**src/rtl/memtest_pkg.sv**
```systemverilog
// Shared types and default sizing for the memory test access sequencer.
// MEMTEST_ACCESS_TIMEOUT_EN adds the TIMEOUT state to the state encoding.
package memtest_pkg;

    localparam int unsigned DEF_DATUM_WIDTH    = 8;
    localparam int unsigned DEF_ADDR_WIDTH     = 16;
    localparam int unsigned DEF_TIMEOUT_CYCLES = 255;
    localparam int unsigned TIMER_W            = 16;

    typedef enum logic [2:0] {
        IDLE,
        WRITE,
        READ,
        DONE
`ifdef MEMTEST_ACCESS_TIMEOUT_EN
        ,
        TIMEOUT
`endif
    } memtest_access_state_t;

endpackage

```
**src/rtl/memtest_access_seq_if.sv**
```systemverilog
// Memory-side bus of the access sequencer: write/read strobes out, responses back.
interface memtest_access_seq_if
    import memtest_pkg::*;
#(
    parameter int unsigned DATUM_WIDTH = DEF_DATUM_WIDTH,
    parameter int unsigned ADDR_WIDTH  = DEF_ADDR_WIDTH
);
    logic [ADDR_WIDTH-1:0]  o_mem_addr;
    logic [DATUM_WIDTH-1:0] o_mem_wdata;
    logic                   o_mem_we;
    logic                   o_mem_re;
    logic                   i_mem_write_ready;
    logic                   i_mem_read_valid;
    logic [DATUM_WIDTH-1:0] i_mem_rdata;

    modport master (
        output o_mem_addr, o_mem_wdata, o_mem_we, o_mem_re,
        input  i_mem_write_ready, i_mem_read_valid, i_mem_rdata
    );

    modport slave (
        input  o_mem_addr, o_mem_wdata, o_mem_we, o_mem_re,
        output i_mem_write_ready, i_mem_read_valid, i_mem_rdata
    );
endinterface

```
**src/rtl/memtest_access_timer.sv**
```systemverilog
// Per-phase wait counter: saturates at LIMIT and flags expiry; clear has priority.
module memtest_access_timer
    import memtest_pkg::*;
#(
    parameter int unsigned LIMIT = DEF_TIMEOUT_CYCLES
) (
    input  logic i_clk,
    input  logic i_rst_async,
    input  logic i_clear,
    input  logic i_enable,
    output logic o_expired
);
    logic [TIMER_W-1:0] cnt_q, cnt_d;

    assign o_expired = (cnt_q == TIMER_W'(LIMIT));

    always_comb begin
        cnt_d = cnt_q;
        if (i_clear)
            cnt_d = '0;
        else if (i_enable && !o_expired)
            cnt_d = cnt_q + TIMER_W'(1);
    end

    always_ff @(posedge i_clk or posedge i_rst_async) begin
        if (i_rst_async) cnt_q <= '0;
        else             cnt_q <= cnt_d;
    end
endmodule

```
**src/rtl/memtest_access_seq.sv**
```systemverilog
// Write-then-readback access sequencer for memory test.
// Optional MEMTEST_ACCESS_TIMEOUT_EN bounds each phase by TIMEOUT_CYCLES wait cycles.
module memtest_access_seq
    import memtest_pkg::*;
#(
    parameter int unsigned DATUM_WIDTH    = DEF_DATUM_WIDTH,
    parameter int unsigned ADDR_WIDTH     = DEF_ADDR_WIDTH,
    parameter int unsigned TIMEOUT_CYCLES = DEF_TIMEOUT_CYCLES
) (
    input  logic                   i_clk,
    input  logic                   i_rst_async,
    input  logic                   i_req,
    input  logic [ADDR_WIDTH-1:0]  i_addr,
    input  logic [DATUM_WIDTH-1:0] i_wdata,
    output logic                   o_busy,
    output logic                   o_memory_write_ready,
    output logic                   o_memory_read_valid,
    output logic [DATUM_WIDTH-1:0] o_rdata,
    output logic                   o_equal,
    output logic                   o_timeout,
    output logic                   o_done,
    memtest_access_seq_if.master   mem
);
    if (TIMEOUT_CYCLES < 1 || TIMEOUT_CYCLES > 65535) begin : g_bad_timeout
        $error("TIMEOUT_CYCLES must be in 1..65535");
    end

    memtest_access_state_t  state_q, state_d;
    logic [ADDR_WIDTH-1:0]  addr_q, addr_d;
    logic [DATUM_WIDTH-1:0] wdata_q, wdata_d;
    logic [DATUM_WIDTH-1:0] rdata_q, rdata_d;
    logic eq_q, eq_d, we_q, we_d, re_q, re_d, done_q, done_d, rvld_q, rvld_d;

`ifdef MEMTEST_ACCESS_TIMEOUT_EN
    logic tmo_q, tmo_d;
    logic tmr_clear, tmr_enable, tmr_expired;

    // Restart the count on entry to each phase: every IDLE cycle and on WRITE->READ.
    assign tmr_clear  = (state_q == IDLE) || (state_q == WRITE && mem.i_mem_write_ready);
    assign tmr_enable = (state_q == WRITE) || (state_q == READ);

    memtest_access_timer #(.LIMIT(TIMEOUT_CYCLES)) u_timer (
        .i_clk       (i_clk),
        .i_rst_async (i_rst_async),
        .i_clear     (tmr_clear),
        .i_enable    (tmr_enable),
        .o_expired   (tmr_expired)
    );
    assign o_timeout = tmo_q;
`else
    assign o_timeout = 1'b0;
`endif

    always_comb begin
        state_d = state_q;
        addr_d  = addr_q;
        wdata_d = wdata_q;
        rdata_d = rdata_q;
        eq_d    = eq_q;
        rvld_d  = 1'b0;
        case (state_q)
            IDLE: if (i_req) begin
                state_d = WRITE;
                addr_d  = i_addr;
                wdata_d = i_wdata;
                eq_d    = 1'b0;
            end
            // A response arriving on the limit cycle takes priority over expiry.
            WRITE: begin
                if (mem.i_mem_write_ready) state_d = READ;
`ifdef MEMTEST_ACCESS_TIMEOUT_EN
                else if (tmr_expired)      state_d = TIMEOUT;
`endif
            end
            READ: begin
                if (mem.i_mem_read_valid) begin
                    state_d = DONE;
                    rdata_d = mem.i_mem_rdata;
                    eq_d    = (mem.i_mem_rdata == wdata_q);
                    rvld_d  = 1'b1;
                end
`ifdef MEMTEST_ACCESS_TIMEOUT_EN
                else if (tmr_expired) state_d = TIMEOUT;
`endif
            end
            default: state_d = IDLE;
        endcase
        we_d   = (state_d == WRITE);
        re_d   = (state_d == READ);
        done_d = (state_d == DONE);
`ifdef MEMTEST_ACCESS_TIMEOUT_EN
        tmo_d  = (state_d == TIMEOUT);
        done_d = done_d | tmo_d;
`endif
    end

    always_ff @(posedge i_clk or posedge i_rst_async) begin
        if (i_rst_async) begin
            state_q <= IDLE;
            addr_q  <= '0;
            wdata_q <= '0;
            rdata_q <= '0;
            eq_q    <= 1'b0;
            we_q    <= 1'b0;
            re_q    <= 1'b0;
            done_q  <= 1'b0;
            rvld_q  <= 1'b0;
`ifdef MEMTEST_ACCESS_TIMEOUT_EN
            tmo_q   <= 1'b0;
`endif
        end else begin
            state_q <= state_d;
            addr_q  <= addr_d;
            wdata_q <= wdata_d;
            rdata_q <= rdata_d;
            eq_q    <= eq_d;
            we_q    <= we_d;
            re_q    <= re_d;
            done_q  <= done_d;
            rvld_q  <= rvld_d;
`ifdef MEMTEST_ACCESS_TIMEOUT_EN
            tmo_q   <= tmo_d;
`endif
        end
    end

    assign o_busy               = (state_q != IDLE);
    assign o_memory_write_ready = (state_q == WRITE) && mem.i_mem_write_ready;
    assign o_memory_read_valid  = rvld_q;
    assign o_rdata              = rdata_q;
    assign o_equal              = eq_q;
    assign o_done               = done_q;
    assign mem.o_mem_addr       = addr_q;
    assign mem.o_mem_wdata      = wdata_q;
    assign mem.o_mem_we         = we_q;
    assign mem.o_mem_re         = re_q;
endmodule

```
**src/flat_wrapper.sv**
```systemverilog
// flat-port wrapper written by rule: the top's interface ports become plain ports
module memtest_access_seq_flat import memtest_pkg::*;
#(
    parameter int unsigned DATUM_WIDTH    = DEF_DATUM_WIDTH,
    parameter int unsigned ADDR_WIDTH     = DEF_ADDR_WIDTH,
    parameter int unsigned TIMEOUT_CYCLES = DEF_TIMEOUT_CYCLES
)
  (i_clk, i_rst_async, i_req, i_addr, i_wdata, o_busy, o_memory_write_ready, o_memory_read_valid, o_rdata, o_equal, o_timeout, o_done, mem_o_mem_addr, mem_o_mem_wdata, mem_o_mem_we, mem_o_mem_re, mem_i_mem_write_ready, mem_i_mem_read_valid, mem_i_mem_rdata);
  memtest_access_seq_if #(.DATUM_WIDTH(DATUM_WIDTH), .ADDR_WIDTH(ADDR_WIDTH)) mem_i ();
  input  logic i_clk;
  input  logic i_rst_async;
  input  logic i_req;
  input  logic [ADDR_WIDTH-1:0] i_addr;
  input  logic [DATUM_WIDTH-1:0] i_wdata;
  output logic o_busy;
  output logic o_memory_write_ready;
  output logic o_memory_read_valid;
  output logic [DATUM_WIDTH-1:0] o_rdata;
  output logic o_equal;
  output logic o_timeout;
  output logic o_done;
  output wire logic [$bits(mem_i.o_mem_addr)-1:0] mem_o_mem_addr;
  output wire logic [$bits(mem_i.o_mem_wdata)-1:0] mem_o_mem_wdata;
  output wire logic [$bits(mem_i.o_mem_we)-1:0] mem_o_mem_we;
  output wire logic [$bits(mem_i.o_mem_re)-1:0] mem_o_mem_re;
  input wire logic [$bits(mem_i.i_mem_write_ready)-1:0] mem_i_mem_write_ready;
  input wire logic [$bits(mem_i.i_mem_read_valid)-1:0] mem_i_mem_read_valid;
  input wire logic [$bits(mem_i.i_mem_rdata)-1:0] mem_i_mem_rdata;
  assign mem_o_mem_addr = mem_i.o_mem_addr;
  assign mem_o_mem_wdata = mem_i.o_mem_wdata;
  assign mem_o_mem_we = mem_i.o_mem_we;
  assign mem_o_mem_re = mem_i.o_mem_re;
  assign mem_i.i_mem_write_ready = mem_i_mem_write_ready;
  assign mem_i.i_mem_read_valid = mem_i_mem_read_valid;
  assign mem_i.i_mem_rdata = mem_i_mem_rdata;
  memtest_access_seq #(.DATUM_WIDTH(DATUM_WIDTH), .ADDR_WIDTH(ADDR_WIDTH), .TIMEOUT_CYCLES(TIMEOUT_CYCLES)) u_core (.i_clk(i_clk), .i_rst_async(i_rst_async), .i_req(i_req), .i_addr(i_addr), .i_wdata(i_wdata), .o_busy(o_busy), .o_memory_write_ready(o_memory_write_ready), .o_memory_read_valid(o_memory_read_valid), .o_rdata(o_rdata), .o_equal(o_equal), .o_timeout(o_timeout), .o_done(o_done), .mem(mem_i));
endmodule
```
**config.mk**
```make
export PLATFORM = sky130hd
export DESIGN_NAME = memtest_access_seq_flat
export DESIGN_NICKNAME = d
export VERILOG_FILES = /design/src/rtl/memtest_pkg.sv /design/src/rtl/memtest_access_seq_if.sv /design/src/rtl/memtest_access_timer.sv /design/src/rtl/memtest_access_seq.sv /design/src/flat_wrapper.sv
export SDC_FILE = /design/constraint.sdc
export NUM_CORES = 1
export LEC_CHECK = 0
export ABC_AREA = 0
export CAP_MARGIN = 40
export CORE_UTILIZATION = 28
export CTS_CLUSTER_SIZE = 30
export DETAILED_ROUTE_END_ITERATION = 8
export GPL_ROUTABILITY_DRIVEN = 0
export GPL_TIMING_DRIVEN = 0
export MAX_ROUTING_LAYER = met4
export PLACE_DENSITY = 0.54
export SYNTH_ARGS = -nofsm -noshare
export SYNTH_HDL_FRONTEND = slang
export SYNTH_SLANG_ARGS = --single-unit
```
**constraint.sdc**
```tcl
create_clock -name i_clk -period 3.5 [get_ports i_clk]
set_input_delay 0.7 -clock i_clk [delete_from_list [all_inputs] [get_ports i_clk]]
set_output_delay 0.7 -clock i_clk [all_outputs]
set_load 0.05 [all_outputs]
```
Yosys cells after proc, flatten, opt, wreduce, memory -nomap -nowiden

Index checks and enable logic that the tools add are counted.

Output and inout port bits: 40
RAM bits: 0
Flip-flop bits (word level): 40
Latch bits: 0
Memory bits (read-only): 0
Input bits: 37
Logic and storage cells: 33
Memories: 0

$add $sub $neg: 0
$mul: 0
Div/mod/pow operators: 0
Bitwise gates (word level): 0
Reduce and logical (&&, ||, !) cells: 7
$lt $le $gt $ge: 0
Eq/ne operators: 8
Muxes and demuxes: 9
Shift-type cells: 0

Operators by type and width:

| operator                                                        | count |
|---|---|
| 3-bit by 2-bit == test with 1-bit output, second input constant | 3 |
| 3-bit 2-to-1 mux                                                | 3 |
| 3-bit case mux with 3 select lines                              | 1 |
| 8-bit == test                                                   | 1 |
| 3-bit by 1-bit == test with 1-bit output, second input constant | 2 |
| 1-bit 2-to-1 mux                                                | 4 |
| 2-bit != test, second input constant                            | 2 |
| 2-bit AND reduction                                             | 2 |
| 3-bit logical NOT                                               | 1 |
| 3-bit AND reduction                                             | 1 |
| 3-bit nonzero test                                              | 1 |
| 1-bit case mux with 2 select lines                              | 1 |
| 2-bit nonzero test                                              | 1 |
| 1-bit logical AND                                               | 1 |

Longest topological paths before layout

Gate-level depths: netlist of run 1.

Depth after elaboration: 3
Mapped depth: 5

Worst setup path after synthesis of run 1

OpenSTA, ideal clock, no wires.

Path kind: input to output
Start: input port mem_i_mem_write_ready
End: output port o_memory_write_ready
Arrival: 1789 ps
Slack: 1011 ps
Buffers on the path: 0
Data required time: 2800 ps
Cell stages on the path: 2
Cell sequence: nand2_1 -> nor3_1

Cells in the longest elaborated chain, start to end: 1

RTL lines:

| what              | RTL line                  | RTL |
|---|---|---|
| from (decl)       | flat_wrapper.sv:26        | `input wire logic [$bits(mem_i.i_mem_write_ready)-1:0] mem_i_mem_write_ready;` |
| 1-bit logical AND | memtest_access_seq.sv:128 | `assign o_memory_write_ready = (state_q == WRITE) && mem.i_mem_write_ready;` |
| to (decl)         | flat_wrapper.sv:16        | `output logic o_memory_write_ready;` |

No other way between the ends.

Worst setup path in the final report of run 1

Same ends and word-level chain as after synthesis.

==> impl_metrics.csv, run 1 <==
group,metric,value,unit
worst_setup_path,path_cells,"clkdlybuf4s50_1 -> nand2_1 -> nor3_1 -> clkdlybuf4s50_1",
layout,antenna_cells,0,
route,antenna_left,0,
synthesis,synth_cell_types,24,
synthesis,syn_area_per_cell,13.89,um2
die,ios,77,
power,p_sw_share,40.23,%
die,num_rows,28,
power,combPwrFrac,46.3,%
route,viasPerCell,4.159,
timing,drv_slew,0,
route,remaining_drc_errors,0,
global_route,grt_pass1_vias,1254,
worst_setup_path,critical-path-max-stage-delay,0.83,ns
die,start_util,29.10,%
route,drt-initial-drc-count,46,
global_route,grt_use_total,12.93,%
worst_setup_path,startpoint_type,"input pin",
layout,layout_common_cells,"75 x clkdlybuf4s50_1, 40 x dfrtp_1, 25 x nand2_1",
synthesis,yosysSeqAreaShare,58.10,%
clock_network,clk_latency,0.29,ns
route,wl,3823,um
timing,fmax,340.9,MHz
clock_network,cts_made_buffers,5,
clock_network,clk_pin_slew,0.07,ns
worst_setup_path,crit_top_cell,"clkdlybuf4s50_1",
global_route,grt_pass1_wl,5913,um
clock_network,cts_hold_buf,0,
synthesis,synth_cells,124,
min_path,hp-class,"reg2reg",
timing,finClkSkew,0.005609,ns
power,power_density,659.9,nW/um2
layout,layout_commonest_cell,"clkdlybuf4s50_1",
clock_network,cts.sinks,40,
timing,finalSetupViolCount,0,
outcome,status,"completed",
clock_network,cts_tree,"built",
timing,tns,0,ns
power,switchingPower,0.7072,mW
layout,syn2layout_area_growth,54.61,%
place,port_buffers,75,
power,seqPwrFrac,36.3,%
synthesis,syn_area,1723,um2
global_route,grt_start_max_net_pins,41,
worst_setup_path,critPathKind,"in2out",
worst_setup_path,critPathSlowestCell,"clkdlybuf4s50_1",
worst_setup_path,arrival,2.23,ns
die,die_area,6471,um2
die,die_y,80.44,um
place,hpwl,2826,um
power,p_leak,1.181,nW
die,core_area,5921,um2
flow_run,max_cap_violations,0,
timing,finalCriticalPeriod,2.934,ns
power,ir_drop,317.6,uV
synthesis,yosys_warnings,0,
worst_setup_path,end_kind,"primary output",
die,die_x,80.44,um
clock_network,clockBufferDepth,2,
global_route,grt_overflow,0,
clock_network,cts-resized-gates,0,
route,wire_per_inst,13.51,um
global_route,antenna_found_initial,0,
clock_network,cts_setup_buffers,0,
power,p_int,1.051,mW
layout,drive_gt1_share,18.75,%
worst_setup_path,crit_required,2.80,ns
timing,maxSlewHeadroom,46.03,%
power,finalPower,1.758,mW
worst_setup_path,path_max_fanout,3,
timing,finalCritPeriodShare,83.82,%
timing,worst_slew_pin_slew,0.8083,ns
clock_network,cts_root_buf,"clkbuf_8",
clock_network,htree_num_levels,2,
route,first_pass_iters,4,
route,vias,1177,
synthesis,ys_seq_elements,40,
timing,final-hold-violation-count,0,
layout,fin_nets,244,
power,clkPwrFrac,17.4,%
timing,rsz0062_at_grt,"no",
routing by layer:
metal	share of wire [%]	global-route usage [%]
met5	0	-
met1	45	15.98
met4	2.0	6.964
met2	47	19.75
met3	6.0	2.727
stage by stage:
step	instances	util, %	worst slack, ns	area (um2)	hold slack (ns)
floorplan	125	-	1.011	1727	0.4880
global placement	275	43.43	0.5761	2571	0.4646
detailed placement	275	43.43	0.5615	2571	0.4655
CTS	283	44.99	0.5480	2664	0.4854
global route	283	44.99	0.5039	2664	0.5126
finish	283	44.99	0.5663	2664	0.4802
synth_stat cells:
library cell | count | share of area (%)
buf_4 | 1 | 0.44
o31ai_1 | 2 | 0.87
nor3b_1 | 1 | 0.44
nand2_1 | 25 | 5.4
or3_4 | 1 | 0.65
buf_12 | 2 | 2.3
or2b_1 | 1 | 0.44
clkbuf_1 | 2 | 0.44
dfrtp_1 | 40 | 58
nand3b_1 | 1 | 0.44
nand2b_1 | 2 | 0.73
inv_1 | 4 | 0.87
nand4_1 | 2 | 0.73
a21oi_1 | 1 | 0.29
xnor2_1 | 8 | 4.1
or2_2 | 1 | 0.36
nand4bb_1 | 1 | 0.65
nor2_8 | 1 | 1.2
conb_1 | 1 | 0.22
nor3_1 | 1 | 0.29
mux2i_1 | 1 | 0.58
mux2_4 | 20 | 17
a211oi_1 | 1 | 0.44
mux2_2 | 4 | 2.6
path summary, 6_finish.rpt:
| kind | from | to | slack, ns | cells past startpoint |
|---|---|---|---|---|
| min reg2reg | u_core.o_rdata[5]$_DFFE_PP0P_ | u_core.o_rdata[5]$_DFFE_PP0P_ | 0.48 | 2 |
| max reg2reg | u_core.state_q[1]$_DFF_PP0_ | u_core.mem.o_mem_addr[1]$_DFFE_PP0P_ | 1.81 | 4 |
| max | mem_i_mem_write_ready | o_memory_write_ready | 0.57 | 4 |
| min | u_core.o_rdata[5]$_DFFE_PP0P_ | u_core.o_rdata[5]$_DFFE_PP0P_ | 0.48 | 2 |
| max in group asynchronous | i_rst_async | u_core.o_equal$_DFFE_PP0P_ | 2.09 | 2 |
| min in group asynchronous | i_rst_async | u_core.mem.o_mem_we$_DFF_PP0_ | 0.90 | 2 |
cells by family (layout without fill, tap and decap cells):
logic type	Yosys count	in the layout	synth area share, %
AO/OA/AOI/OAI	4	4	1.597
XOR/XNOR	8	8	4.067
buffers and inverters	9	92	4.067
flip-flops	40	40	58.10
multiplexers	25	25	20.62
other	1	2	0.2177
AND/OR/NAND/NOR	37	37	11.33
registers in the layout, indices dropped and copies added, names as in the netlist:
signal / flops
u_core.mem.o_mem_addr: 16
u_core.mem.o_mem_re: 1
u_core.state_q: 3
u_core.o_rdata: 8
u_core.o_memory_read_valid: 1
u_core.mem.o_mem_wdata: 8
u_core.mem.o_mem_we: 1
u_core.o_equal: 1
u_core.o_done: 1
critical path, delay by kind of cell:
| kind | cells | cell delay (ns) |
|---|---|---|
| buffers and inverters | 2 | 1.33 |
| and+or+nand+nor | 2 | 0.20 |
final cells by class:
type                    instances  area [um2]
fillers                       534        3257
flip-flops and latches         40        1001
repair buffers                 75       750.7
multi-input cells              76       655.6
well taps                      75       93.84
clock buffers                   6       82.58
plain buffers                   5       55.05
inverters                       4       15.01
clock inverters                 2       10.01
power by group through the flow:
stage / Sequential [mW] / Clock (mW) / Combinational, mW
final: 0.638 / 0.306 / 0.814
after global placement: 0.642 / 0 / 0.814
after detailed placement: 0.645 / 0 / 0.820
after floorplan: 0.988 / 0 / 0.187
after global routing: 0.651 / 0.347 / 0.850
after CTS: 0.638 / 0.329 / 0.822
Note: power is estimated with default switching activity, not from simulation.
==> inputs of run 2 (changes only) <==
- clock period: 3.5 -> 2.95 ns (I/O delays scaled with it)
==> results of run 2 <==
Same layout as run 1 (identical final DEF). Status: completed.
Main changes from that run: setup slack after placement 0.5615 ns -> 0.2315 ns; setup slack after layout 0.5663 ns -> 0.2363 ns; register-to-register setup slack 1.81 ns -> 1.26 ns; total power 1.758 mW -> 2.086 mW; worst IR drop on VDD 317.6 uV -> 376.8 uV
